## src/rtl/aes_sub_shift_serial.sv

```systemverilog
// Byte-serial AES (Inv)ShiftRows + (Inv)SubBytes: one shared S-box walks the 16 state bytes,
// reading the shifted source byte and writing output byte k each cycle.

module bSbox (
  input  logic       encrypt,
  input  logic [7:0] a,
  output logic [7:0] q
);
  function automatic logic [7:0] gf_mul(input logic [7:0] x, input logic [7:0] y);
    logic [7:0] acc;
    logic [7:0] t;
    acc = '0;
    t   = x;
    for (int i = 0; i < 8; i++) begin
      if (y[i]) acc = acc ^ t;
      t = {t[6:0], 1'b0} ^ (t[7] ? 8'h1b : 8'h00);
    end
    return acc;
  endfunction

  // Multiplicative inverse as x^254 (maps 0 to 0, as AES requires).
  function automatic logic [7:0] gf_inv(input logic [7:0] x);
    logic [7:0] sq;
    logic [7:0] acc;
    sq  = gf_mul(x, x);
    acc = sq;
    for (int i = 0; i < 6; i++) begin
      sq  = gf_mul(sq, sq);
      acc = gf_mul(acc, sq);
    end
    return acc;
  endfunction

  function automatic logic [7:0] aff_fwd(input logic [7:0] b);
    return b ^ {b[6:0], b[7]} ^ {b[5:0], b[7:6]} ^ {b[4:0], b[7:5]} ^ {b[3:0], b[7:4]} ^ 8'h63;
  endfunction

  function automatic logic [7:0] aff_inv(input logic [7:0] b);
    return {b[6:0], b[7]} ^ {b[4:0], b[7:5]} ^ {b[1:0], b[7:2]} ^ 8'h05;
  endfunction

  logic [7:0] inv_in;
  logic [7:0] inv_out;

  always_comb begin
    inv_in  = encrypt ? a : aff_inv(a);
    inv_out = gf_inv(inv_in);
    q       = encrypt ? aff_fwd(inv_out) : inv_out;
  end
endmodule

module aes_sub_shift_serial #(
  parameter bit ENC = 1'b0
) (
  input  logic         clk,
  input  logic         rst,
  input  logic         in_valid,
  output logic         in_ready,
  input  logic [127:0] in_state,
  output logic         out_valid,
  input  logic         out_ready,
  output logic [127:0] out_state,
  output logic         busy
);
  typedef enum logic [1:0] {
    ST_IDLE = 2'd0,
    ST_RUN  = 2'd1,
    ST_DONE = 2'd2
  } state_t;

  state_t       state_q, state_d;
  logic [3:0]   k_q, k_d;
  logic [127:0] src_q, src_d;
  logic [127:0] out_q, out_d;

  logic [7:0]   src_bytes [16];
  logic [1:0]   src_col;
  logic [3:0]   src_idx;
  logic [7:0]   sbox_in;
  logic [7:0]   sbox_out;

  generate
    for (genvar gi = 0; gi < 16; gi++) begin : g_src_bytes
      assign src_bytes[gi] = src_q[127-8*gi -: 8];
    end
  endgenerate

  // Column wraps in 2 bits; row is unchanged by (Inv)ShiftRows.
  assign src_col = ENC ? (k_q[3:2] + k_q[1:0]) : (k_q[3:2] - k_q[1:0]);
  assign src_idx = {src_col, k_q[1:0]};
  assign sbox_in = src_bytes[src_idx];

  bSbox u_sbox (
    .encrypt (ENC),
    .a       (sbox_in),
    .q       (sbox_out)
  );

  always_comb begin
    state_d = state_q;
    k_d     = k_q;
    src_d   = src_q;
    out_d   = out_q;
    case (state_q)
      ST_IDLE: begin
        if (in_valid) begin
          src_d   = in_state;
          k_d     = 4'd0;
          state_d = ST_RUN;
        end
      end
      ST_RUN: begin
        // Byte k lives at bit offset 8*(15-k), i.e. {~k, 3'b000}.
        out_d[{~k_q, 3'b000} +: 8] = sbox_out;
        k_d = k_q + 4'd1;
        if (k_q == 4'd15) state_d = ST_DONE;
      end
      ST_DONE: begin
        if (out_ready) state_d = ST_IDLE;
      end
      default: state_d = ST_IDLE;
    endcase
  end

  always_ff @(posedge clk) begin
    if (rst) begin
      state_q <= ST_IDLE;
      k_q     <= 4'd0;
      src_q   <= '0;
      out_q   <= '0;
    end else begin
      state_q <= state_d;
      k_q     <= k_d;
      src_q   <= src_d;
      out_q   <= out_d;
    end
  end

  assign in_ready  = (state_q == ST_IDLE) && !rst;
  assign out_valid = (state_q == ST_DONE);
  assign busy      = (state_q == ST_RUN) || (state_q == ST_DONE);
  assign out_state = out_q;
endmodule

```

## config.mk

```make
export PLATFORM = sky130hd
export DESIGN_NAME = aes_sub_shift_serial
export DESIGN_NICKNAME = d
export VERILOG_FILES = /design/src/rtl/aes_sub_shift_serial.sv
export SDC_FILE = /design/constraint.sdc
export NUM_CORES = 1
export LEC_CHECK = 0
export ABC_AREA = 0
export CAP_MARGIN = 20
export CORE_ASPECT_RATIO = 1.4
export CORE_MARGIN = 2
export CORE_UTILIZATION = 54
export CTS_BUF_LIST = sky130_fd_sc_hd__clkbuf_16
export DETAILED_ROUTE_END_ITERATION = 10
export PLACE_DENSITY = 0.79
export SETUP_SLACK_MARGIN = 0.02
export SYNTH_ARGS = -nofsm -noshare
export SYNTH_HDL_FRONTEND = slang
export SYNTH_SLANG_ARGS = --single-unit
```

## constraint.sdc

```tcl
create_clock -name clk -period 17 [get_ports clk]
set_input_delay 3.4 -clock clk [delete_from_list [all_inputs] [get_ports clk]]
set_output_delay 3.4 -clock clk [all_outputs]
set_load 0.01 [all_outputs]
```

==> results of run 1 <==
## Yosys cell counts (30+ instances only)
master | count | area share [%]
sky130_fd_sc_hd__a22oi_1 | 34 | 0.90
sky130_fd_sc_hd__a211oi_1 | 39 | 1.0
sky130_fd_sc_hd__o21ai_0 | 94 | 1.7
sky130_fd_sc_hd__xnor2_2 | 40 | 2.3
sky130_fd_sc_hd__a22o_1 | 69 | 2.1
sky130_fd_sc_hd__buf_2 | 61 | 1.1
sky130_fd_sc_hd__clkbuf_1 | 141 | 1.9
sky130_fd_sc_hd__xor2_1 | 88 | 2.7
sky130_fd_sc_hd__nand3_1 | 80 | 1.4
sky130_fd_sc_hd__nor2_1 | 342 | 4.5
sky130_fd_sc_hd__nor3_1 | 81 | 1.4
sky130_fd_sc_hd__o22ai_1 | 30 | 0.66
sky130_fd_sc_hd__xnor3_1 | 84 | 6.7
sky130_fd_sc_hd__xnor2_1 | 333 | 10
sky130_fd_sc_hd__a21oi_1 | 263 | 4.7
sky130_fd_sc_hd__nand2_1 | 508 | 6.7
sky130_fd_sc_hd__o211ai_1 | 47 | 1.2
sky130_fd_sc_hd__mux2i_1 | 162 | 5.7
sky130_fd_sc_hd__dfxtp_1 | 262 | 19
## what timing repair did
| item | 4_1_cts | 5_1_grt |
|---|---|---|
| gates cloned | 0 | 3 |
| pin swaps | 1 | 27 |
| setup endpoints to repair | 79 | 128 |
| setup buffers | 3 | 45 |
| gates resized for setup | 10 | 76 |
| hold buffers | 0 | 0 |
## worst max path at each step
stage / startpoint / end / slack [ps] / cells after the start
after floorplan: k_q[2] / out_state[35] / 80 / 75
after global placement: k_q[2] / out_state[99] / 100 / 61
after detailed placement: k_q[2] / out_state[99] / -290 / 61
after CTS: k_q[2] / out_state[100] / 30 / 63
after global routing: k_q[2] / out_state[100] / -220 / 63
final: k_q[2] / out_state[20] / 500 / 63
## worst max-delay path, delay by kind of cell (launching register included)
kind / cells / cell delay [ps]
XOR/XNOR: 24 / 7310
AND/OR/NAND/NOR: 13 / 2990
AO/OA/AOI/OAI: 12 / 2550
adder cells (fa/ha/maj): 5 / 1640
buffers and inverters: 7 / 930
multiplexers: 2 / 550
flip-flops: 1 / 340
## per-layer routing
layer,up-vias,GRT usage (%)
li1,12793,-
met5,-,0
met3,343,6.240
met1,12825,37.23
met2,1307,58.41
met4,0,18.10
## per-stage QoR
stage	TNS, ps	cells	setup slack [ps]	instance area (um^2)
after detailed placement	-8025	4270	-288.2	31790
after global placement	0	4270	96.10	31790
after CTS	0	4313	26.57	32680
after floorplan	0	3456	83.46	28290
after global routing	-2574	4365	-216.0	33560
final	0	4367	498.6	33560
## registers in the layout (all words and copies together), names as in the netlist
name / count
out_state: 128
src_bytes: 128
k_q: 4
state_q: 2
## cell families after synthesis
family,after synthesis
and+or+nand+nor,1222
AOI/OAI and AO/OA,857
xor gates and xnor gates,612
buffers and inverters,278
DFF,262
muxes,209
adders and majority gates,16
## layout make-up
cell class | instances | area share (%)
Clock buffer | 23 | 1.715
Inverter | 31 | 0.3467
Sequential cell | 262 | 15.63
Timing Repair Buffer | 457 | 12.44
Multi-Input combinational cell | 2919 | 66.74
Antenna cell | 2 | 0.01491
Clock inverter | 17 | 0.6599
Tap cell | 656 | 2.446
==> results.txt, run 1 <==
The number of buffers on the longest clock path came out at 3. The critical path is of the reg2reg type. The fraction of registers with async set or reset after synthesis came out at 0%. The post-synthesis share of cell area spent on xor and xnor gates is about 28%. The final critical-path share of the clock period is between 90 and 100%. The floorplan has 99 rows. The kind of end point of the critical path is a register.

The synthesized instance count came out at about 3.5k. The top cell types in the final layout, fill and taps aside, are sky130_fd_sc_hd__nand2_1, sky130_fd_sc_hd__nor2_1, sky130_fd_sc_hd__xnor2_1. The die outline height is 274.7 um. The area fraction in compound gates after synthesis is 21.08%.

The worst hold path terminates at src_bytes[38]. The synthesized area is between 0.02 and 0.03 mm^2. The multi-input combinational cell area is between 0.02 and 0.025 mm^2.

In this run, the number of DRC markers left after iteration 0 of detailed routing was 2558. The path class of the tightest hold or removal check is reg2reg. The wire length reported by the detailed router came out at about 93000 um. The detailed-route wire length per cell came out at 21.40 um. The mux cell area share after synthesis came out at between 7 and 8%.

The number of antenna violations at the first check in global routing is 2. The number of port buffers came out at approximately 260. The startpoint identified for the worst hold timing path is src_bytes[38]. The critical path data arrival time is ~17000 ps. The maximum clock frequency is around 61 MHz. The register cell area after layout is between 0.005 and 0.006 mm^2.

The critical path data required time is between 15000 and 20000 ps. The congestion estimate from routability-driven global placement came to approximately 1. The number of stages on the worst hold path came out at 2. The sum of routed wire segments on met1 is 34510 um. The post-detailed-route DRC marker count came out at 0. The post-synthesis sequential area ratio came out at between 15 and 20%. The worst hold-check slack is roughly 450 ps. The worst max-slew margin expressed relative to the limit came out at 24.11%. The clock-pin slew on the worst setup and hold paths came out at 70 ps. The number of synthesized register bits came out at about 260.

The antenna violation net count after detailed routing came out at 0. Cells with a size suffix above 1 make up between 10% and 20% of the layout. At the end of the flow, the number of nets in the layout was approximately 3.8k. The depth of the worst register-to-register path came out at between 60 and 70. The TritonCTS sink count came out at approximately 260. The slowest stage of the critical path belongs to the cell sky130_fd_sc_hd__or4_1.

The run finished with clean final reports. The HPWL after detailed placement came out at roughly 68000 um. The total via count in the routed design is 27.27k. The routed wire length on met3 came out at 7462 um. The number of global-route vias before repair came out at ~26k.

The total CTS buffers is 23. The via-per-instance ratio is about 6.2. The delay of the slowest cell on the worst path came out at just under 600 ps. Summing the areas of all fa, ha and maj instances in the mapped netlist gives less than 1% of the synthesized area.

The dominant combinational cell family by area after synthesis is XOR/XNOR gates. The global-route usage over all layers came out at between 30 and 40%. The detailed-router iteration count before antenna repair came out at 6. The worst-case clock skew came out at around 27 ps. The number of levels in the clock H-tree came out at 1. The die outline area is ~0.054 mm^2. The core occupancy in the finished layout came out at around 65%. The setup check on the worst reg-to-reg path leaves a slack of ~500 ps. The time the final worst path needs with I/O delays and setup came out at approximately 17000 ps. The number of ports placed on the die boundary came out at between 200 and 300. Leaving out fill and tap cells, the most frequent cell in the layout is sky130_fd_sc_hd__nand2_1. The placeable core area came out at ~0.052 mm^2. Setup violations remaining at the end of the flow were counted as 0. The count of unique library cells instantiated by Yosys came out at 120. The worst register-to-register path ends at out_state[20]. The clock reaches the later pin of the worst-skew pair after approximately 550 ps.

The worst-margin pin slew is between 1000 and 1500 ps. The final hold violation count is 0. TritonCTS built the clock tree. Clock tree synthesis selected as its root buffer the cell sky130_fd_sc_hd__clkbuf_16. The number of flops mapped to enable cells by yosys came out at 0. The final global-route overflow total is 0. STA classifies the critical path startpoint as a register. The die outline width is 197.4 um.

The number of synthesis warnings is 0. The starting utilization of the core area came out at 54.47%. The share of synthesized cell area in and, or, nand and nor gates came out at 19.54%. The wire length of the first global-routing pass came out at 143700 um. The count of pins over their slew limit came out at 0.

The fill cell instance count of the final layout is approximately 4.3k. The startpoint identified for the worst register-to-register timing path is k_q[2]. The average cell area after synthesis is 8.180 um^2. After detailed routing, no signal wire sits above met4. Entering global routing, the biggest net connects 107 pins. Of all nets on the critical path, the largest fanout is 11. The number of max-capacitance violations reported is 0. Among all flip-flop cells after synthesis, the most frequent one is sky130_fd_sc_hd__dfxtp_1. The signed area change from the synthesized netlist to the final layout is 18.72%. The total length of routed met2 wires came out at 45680 um. The number of nets handed over by synthesis was 3602.
Power of run 1 is not shown: default switching activity piles up to over one toggle a cycle in this logic, so the estimate is an artifact.
==> run 2, diff against run 1 <==
CORE_MARGIN = 4   (was 2)
CORE_UTILIZATION = 60   (was 54)
PLACE_DENSITY = 0.83   (was 0.79)
clock period = 16.1 ns   (was 17 ns; I/O delays follow)
==> run 2 against run 1 <==
  * Via count increased by 5.2%
  * Hold slack improved by 4.6 ps
  * Sequential share of layout area is 0.62 points lower
  * Cell area increased by 4.2%
  * Core utilization rose by 11 points
  * Critical path depth decreased by 4
  * Critical path type unchanged
  * Routed wire length rose by 11%
  * Maximum frequency rose by 4.5%
  * Worst setup slack worse by 200 ps
==> results.txt, run 2 (synthesized netlist as in run 1, its figures left out) <==
The flow ran to the end, and the final reports show no timing, DRC or antenna violations. The number of max-capacitance violations reported came out at 0. At the end of the flow the core is filled with cells to about three quarters. The net count of the finished layout came out at just under 4k. The worst reg-to-reg setup slack came out at between 300 and 400 ps. The final weighted congestion in routability-driven placement is 0.9852. Clock skew on the completed layout was measured at about 19 ps. TritonCTS built the clock tree. After detailed routing, the average wire length per cell comes to roughly 23 um. The largest net degree at the start of global routing is about 130.

The die outline width came out at roughly 190 um. The starting utilization of the core area came out at between 60% and 70%. The number of stages on the worst hold path is 2. The wire length of the first global-routing pass is between 150000 and 200000 um. The count of pins over their slew limit came to 0. Setup repair after global routing could not meet its margin everywhere. In the routed design, unresolved DRC markers number 0. The highest net fanout along the worst path came out at 21. The initialized floorplan defines 93 standard-cell rows. The via-per-instance ratio is 6.489. The number of antenna violations at the first check in global routing is 3. The worst setup path is of the reg2reg kind. The startpoint of the lowest-slack register-to-register path is k_q[2]. The TritonCTS sink count came out at 262.

The worst hold endpoint is src_bytes[23]. Input and output buffers added on the ports amount to roughly 260. The filler-free cell count of the finished design is between 4k and 5k. The die outline area came out at 0.05070 mm^2.

The time the final worst path needs with I/O delays and setup came out at 15800 ps. The library cell used most frequently in the layout, excluding fill and tap cells, is sky130_fd_sc_hd__nand2_1. The maximum clock frequency is 63.30 MHz. The delay of the slowest cell on the worst path is between 800 and 900 ps. Cells with a size suffix above 1 make up between 10% and 20% of the layout. In this run the critical register-to-register path is captured at out_state[44].

The minimum setup slack in the final design is 301.7 ps. The number of global-route vias before repair was ~28k. The kind of end point of the critical path is a register. The global-route usage over all layers came out at 37.95%. The first-iteration detailed-routing DRC count is 2616. The signed area change from the synthesized netlist to the final layout came out at 23.73%. The setup-violating endpoint count in the final report came out at 0. The startpoint identified for the worst hold timing path is src_bytes[23]. The wire length reported by the detailed router is approximately 100000 um. The detailed-router iteration count before antenna repair came out at 6. The clock-pin slew on the worst setup and hold paths came out at 70 ps. The worst max-slew margin expressed relative to the limit came out at about a quarter.

The most common cell type on the critical path is sky130_fd_sc_hd__xnor3_2. The critical path data arrival time came out at about 16000 ps. The floorplan step set the die height to roughly 260 um. In the layout the commonest cells are sky130_fd_sc_hd__nand2_1, sky130_fd_sc_hd__nor2_1, sky130_fd_sc_hd__xnor2_1. The final hold violation count came out at 0. The root buffer cell chosen for the clock tree is sky130_fd_sc_hd__clkbuf_16. At the pin with the least slew margin, the transition time is roughly 1100 ps. The pre-CTS setup slack came out at -640.7 ps. The number of ports placed on the die boundary came out at between 200 and 300. Including well taps, the total number of placed cells is ~4.3k. The number of levels in the clock H-tree came out at 1. The total CTS buffers is 23.

The timing startpoint of the critical path is k_q[2]. The critical path's slowest cell is sky130_fd_sc_hd__nor4_1. The total via count in the routed design is about 29k. The class of the worst hold path is reg2reg. The antenna violation net count after detailed routing came out at 0. Global routing finished with a remaining overflow of 0. The placeable core area is 0.04631 mm^2. STA classifies the critical path startpoint as a register. The depth of the worst register-to-register path is 59. The HPWL after detailed placement came out at around 74000 um. Clock latency on the worst-skew pair, taken at its later pin, is approximately 550 ps. The number of buffers on the longest clock path came out at 3. The critical path data required time came out at about 17000 ps. The quantity of hold-fixing buffers added after cts is 0. The final critical-path share of the clock period is between 90 and 100%.
-- run 2: worst max-delay path: cells and delay by family (launching register included) --
family / cells / cell delay [ps]
fa+ha+maj: 3 / 830
flops: 1 / 330
compound gates: 11 / 2020
buf+inv: 11 / 1700
mux: 1 / 440
xor+xnor: 22 / 7440
simple gates: 11 / 2860
-- run 2: layout make-up --
cell class / count / area, um^2
inverter: 31 / 116.4
multi-input combinational: 2920 / 23050
clock inverter: 17 / 161.4
antenna: 1 / 2.502
sequential: 262 / 5250
fill: 3420 / 11340
timing repair buffer: 551 / 5046
tap: 617 / 772.0
clock buffer: 23 / 575.6
-- run 2: worst max path at each step --
stage                                end  slack (ps)  cells after the start
after CTS                 out_state[100]          40                     61
after global routing        out_state[5]        -220                     63
after detailed placement   out_state[99]        -640                     61
final                      out_state[44]         300                     59
after global placement     out_state[19]        -270                     60
after floorplan           out_state[124]          40                     72
-- run 2: timing repair --
action	4_1_cts	5_1_grt
pin swaps	11	50
endpoints found under the hold margin	0	0
endpoints found under the setup margin	128	128
setup buffers	10	68
gates cloned	1	3
gates resized for setup	37	175
-- run 2: stage by stage --
stage | area [um^2] | TNS (ps) | hold slack (ps)
final | 34980 | 0 | 456.3
after global routing | 34970 | -11450 | 469.5
after CTS | 33390 | 0 | 454.0
after detailed placement | 32250 | -41440 | 443.4
after global placement | 32240 | -9581 | 438.9
after floorplan | 28360 | 0 | 431.7
-- run 2: per-layer routing --
metal	wire length, um	vias to the layer above	track usage (%)
met1	36490	13698	41.93
li1	-	12972	-
met3	8334	417	7.297
met4	7771	4	23.95
met5	25	-	0
met2	50640	1603	66.39
Power of run 2 is left out for the same reason.
